[src/rtl/demux_burst_sched.sv]
// Burst scheduler for a 1:N demultiplexer: steers a valid/ready stream to one channel
// per burst (round-robin or fixed), with a registered output and a dead cycle between bursts.
module demux_burst_sched #(
    parameter int DW    = 8,
    parameter int N     = 4,
    parameter int SELW  = 2,
    parameter int BURST = 4
) (
    input  logic            clk,
    input  logic            rst,
    input  logic            mode,
    input  logic [SELW-1:0] fix_sel,
    input  logic            in_valid,
    input  logic [DW-1:0]   in_data,
    output logic            in_ready,
    output logic [N-1:0]    out_valid,
    output logic [DW-1:0]   out_data,
    input  logic [N-1:0]    out_ready,
    output logic [SELW-1:0] sel,
    output logic            busy
);

    localparam int CW = $clog2(BURST + 1);
    localparam logic [CW-1:0]   BURST_C = CW'(BURST);
    localparam logic [SELW:0]   N_EXT   = (SELW + 1)'(N);
    localparam logic [SELW-1:0] LAST    = SELW'(N - 1);

    typedef enum logic [1:0] {IDLE, ACTIVE, SWITCH} state_t;

    state_t          state, state_nx;
    logic [SELW-1:0] sel_nx;
    logic [SELW-1:0] rr_ptr, rr_nx;
    logic [CW-1:0]   cnt, cnt_nx;
    logic [DW-1:0]   data_nx;
    logic [SELW-1:0] fix_clamped;
    logic            in_xfer;

    // Out-of-range fixed selects (non power-of-two N) land on the last channel.
    assign fix_clamped = ({1'b0, fix_sel} >= N_EXT) ? LAST : fix_sel;

    assign busy = (state != IDLE);

    // NOTE: state registers use non-blocking assignments so every flop samples
    // the pre-edge value of its neighbours, independent of statement order.
    always_ff @(posedge clk or posedge rst) begin
        if (rst) begin
            state    <= IDLE;
            sel      <= '0;
            rr_ptr   <= '0;
            cnt      <= '0;
            out_data <= '0;
        end else begin
            state    <= state_nx;
            sel      <= sel_nx;
            rr_ptr   <= rr_nx;
            cnt      <= cnt_nx;
            out_data <= data_nx;
        end
    end

    // NOTE: every output of this block gets a default first; a path that left
    // one unassigned would infer a latch.
    always_comb begin
        state_nx  = state;
        sel_nx    = sel;
        rr_nx     = rr_ptr;
        cnt_nx    = cnt;
        data_nx   = out_data;
        in_ready  = 1'b0;
        out_valid = '0;
        in_xfer   = 1'b0;

        case (state)
            IDLE: begin
                in_ready = !rst;
                in_xfer  = in_valid && !rst;
                if (in_xfer) begin
                    sel_nx   = mode ? fix_clamped : rr_ptr;
                    data_nx  = in_data;
                    cnt_nx   = CW'(1);
                    state_nx = ACTIVE;
                end
            end
            ACTIVE: begin
                out_valid = N'(1) << sel;
                in_ready  = out_ready[sel] && (cnt < BURST_C);
                in_xfer   = in_valid && in_ready;
                // A stalled consumer freezes the word, count and destination.
                if (out_ready[sel]) begin
                    if (in_xfer) begin
                        data_nx = in_data;
                        cnt_nx  = cnt + CW'(1);
                    end else begin
                        state_nx = SWITCH;
                        if (!mode)
                            rr_nx = (sel == LAST) ? '0 : sel + SELW'(1);
                    end
                end
            end
            SWITCH: begin
                state_nx = IDLE;
            end
            default: begin
                state_nx = IDLE;
            end
        endcase
    end

endmodule

[config.mk]
export PLATFORM = sky130hd
export DESIGN_NAME = demux_burst_sched
export DESIGN_NICKNAME = d
export VERILOG_FILES = /design/src/rtl/demux_burst_sched.sv
export SDC_FILE = /design/constraint.sdc
export NUM_CORES = 1
export LEC_CHECK = 0
export CORE_MARGIN = 2
export CORE_UTILIZATION = 40
export CTS_BUF_LIST = sky130_fd_sc_hd__clkbuf_16
export DETAILED_ROUTE_END_ITERATION = 8
export GPL_TIMING_DRIVEN = 0
export PLACE_DENSITY = 0.72
export SETUP_SLACK_MARGIN = 0.02
export SYNTH_ARGS = -nofsm -noshare
export SYNTH_HDL_FRONTEND = slang
export SYNTH_SLANG_ARGS = --single-unit
[constraint.sdc]
create_clock -name clk -period 1.76 [get_ports clk]
set_input_delay 0.264 -clock clk [delete_from_list [all_inputs] [get_ports clk]]
set_output_delay 0.264 -clock clk [all_outputs]
set_load 0.1 [all_outputs]
==> metrics <==
outcome=finished with violations; failing checks=setup timing; Synth Flop Type=dfrtp_1; dpl hpwl=around 1.3 mm; RSZ-0062 raised after global routing=yes; Slew @ Worst Pin=between 900 and 1000 ps; TritonRoute pass-1 iters=4; register bit total from synthesis=17; Worst Path Required=1500 ps; startpoint types=flip-flop; post-route ant nets=0; first-pass GRT wire length=between 2 and 3 mm; crit end category=output port; worst skew pair latency=approximately 250 ps; top cells by area, synth=dfrtp_1 48%, mux2_4 12%, ha_1 7.0%, mux2i_1 6.7%, and2_1 4.2%; Async S/R FF share, synth=between 90% and 100%; Slew HR=a little over a third; routed wire length=1.87 mm; Area Overhead vs Synth=62.5%; Arr. time, crit path=about 1600 ps; number of buffers created by CTS=3; drc violations=0; Die Ht=between 50 and 60 um; Synth top area share=about 48%; Setup WS post-layout=-121 ps; Max clock buf depth=2; # hold bufs at CTS=0; Initial Util=roughly two fifths; CTS tree=done; minimum clock period=around 1900 ps; Max FO, Critical Path=5; cell row count=17; critical path's largest stage delay=490 ps; Yosys top cell by area=dfrtp_1; Max Fclk=532 MHz; fill count=177; CTS H-tree depth=1; Worst-path clk slew=approximately 50 ps; final hold vios=0; sequential share of the synthesized area=a little under half; Post-Layout Cell Count=roughly 140; final setup violation count=8; max_cap viols=0; Top Ports=34; CP max-delay cell=dfrtp_4; GRT Overall Usage=roughly 14%; Mapped Cells=slightly above 70; most common cell in the netlist=dfrtp_1; root buffer cell=clkbuf_16; Nets=approximately 140; FF-to-FF Start=sel[0]; critical path type=reg2out; DRT iter0 DRCs=10; HP Class=in2async; warnings from Yosys=0; RD Place Congestion=between 0.7 and 0.8; Synth Net Count=95; initial antenna violation count=0; unique cell type count in the Yosys netlist=24; Post-Syn Area=891 um2; fin crit share=107%; Cells after DPL=about 130; Pins Over Slew Limit=0; fin util=67.4%; mean post-synth cell area=12.4 um2; gr ovfl total=0; vias=696; antenna cells=0; die footprint=2620 um2; die width=between 50 and 60 um; I/O Buffers=33; Via density=a little under 5; EDFF count, synth=0; Core ar.=between 2000 and 2500 um2; Worst Clk Skew=2.58 ps; clock tree sinks=17; largest net degree at the start of global routing=18; setup tns final=-471 ps; crit path from=sel[1]; Hold WS=around 430 ps; CP cell instances=or3b_1, o22ai_2, nor2_2, nor2_4, buf_12; vias in the first global route=660; Routed WL per cell=13.1 um; layout cells sized above 1=a little under two fifths; top cells by count, synth=17 x dfrtp_1, 7 x mux2_4, 7 x nor2_1
## critical path, delay by kind of cell (launching register included)
family                 cells  cell delay [ps]
and+or+nand+nor            3              540
DFF                        1              490
buffers and inverters      1              180
AOI/OAI and AO/OA          1              160
## kinds of logic after synthesis
group           share of synthesized area (%)
mux                                      22.3
simple gates                             14.2
compound gates                           5.76
buf+inv                                  2.95
fa+ha+maj                                7.02
flops                                    47.8
## registers in the layout, summed over array words and instances (netlist names)
| register | count |
|---|---|
| out_data | 8 |
| sel | 2 |
| state | 2 |
| rr_ptr | 2 |
| cnt | 3 |
## layer usage
metal / track usage (%) / up-vias / share of wire [%]
met5: 0 / - / 0
met4: 6.76 / 0 / 1.2
met3: 2.92 / 4 / 5.6
met2: 25.8 / 30 / 51
met1: 16.5 / 330 / 42
li1: - / 332 / -
## placed cells by master, fill, tap and decap left out, types with 2 or more instances in the layout
| cell | n |
|---|---|
| clkbuf_16 | 3 |
| nor2_1 | 5 |
| buf_12 | 3 |
| clkdlybuf4s15_2 | 2 |
| clkdlybuf4s15_1 | 6 |
| mux2i_1 | 4 |
| mux2i_4 | 2 |
| inv_1 | 4 |
| dfrtp_1 | 15 |
| dfrtp_4 | 2 |
| mux2_4 | 7 |
| ha_1 | 5 |
| and2_2 | 3 |
| buf_6 | 3 |
| mux2_2 | 3 |
| a21oi_1 | 2 |
| clkdlybuf4s50_1 | 17 |
| and2_1 | 2 |
| buf_4 | 5 |
## timing repair
action | in CTS | in global routing
buffers inserted | 0 | 4
pin swaps | 0 | 1
endpoints found under the setup margin | 16 | 20
gates resized for setup | 51 | 26
cloned | 0 | 1
## final cells by class
class | count | area, um2 | area share [%]
repair buffers | 38 | 392 | 27.1
clock inverters | 1 | 3.75 | 0.259
inverters | 4 | 15.0 | 1.04
plain buffers | 1 | 11.3 | 0.778
multi-input cells | 50 | 483 | 33.4
flip-flops and latches | 17 | 433 | 29.9
well taps | 28 | 35.0 | 2.42
clock buffers | 3 | 75.1 | 5.19
## path summary, 6_finish.rpt
| kind | cells past startpoint | slack, ps | endpoint |
|---|---|---|---|
| min | 2 | 430 | cnt[2] |
| max reg2reg | 6 | -60 | out_data[4] |
| max | 5 | -120 | in_ready |
| max in group asynchronous | 2 | 850 | sel[0] |
| min reg2reg | 1 | 500 | rr_ptr[0] |
| min in group clk | 1 | 500 | rr_ptr[0] |
## through the flow
| step | worst slack (ps) | instance area, um2 |
|---|---|---|
| 6_report | -121 | 1450 |
| 5_1_grt | -160 | 1450 |
| 4_1_cts | -177 | 1350 |
| 3_5_place_dp | -879 | 1280 |
| 3_3_place_gp | -862 | 1280 |
| 2_1_floorplan | -223 | 911 |
Power is left out: the tool's default activity adds up to more than one toggle a clock period on the data nets, which glitch-free logic cannot reach.
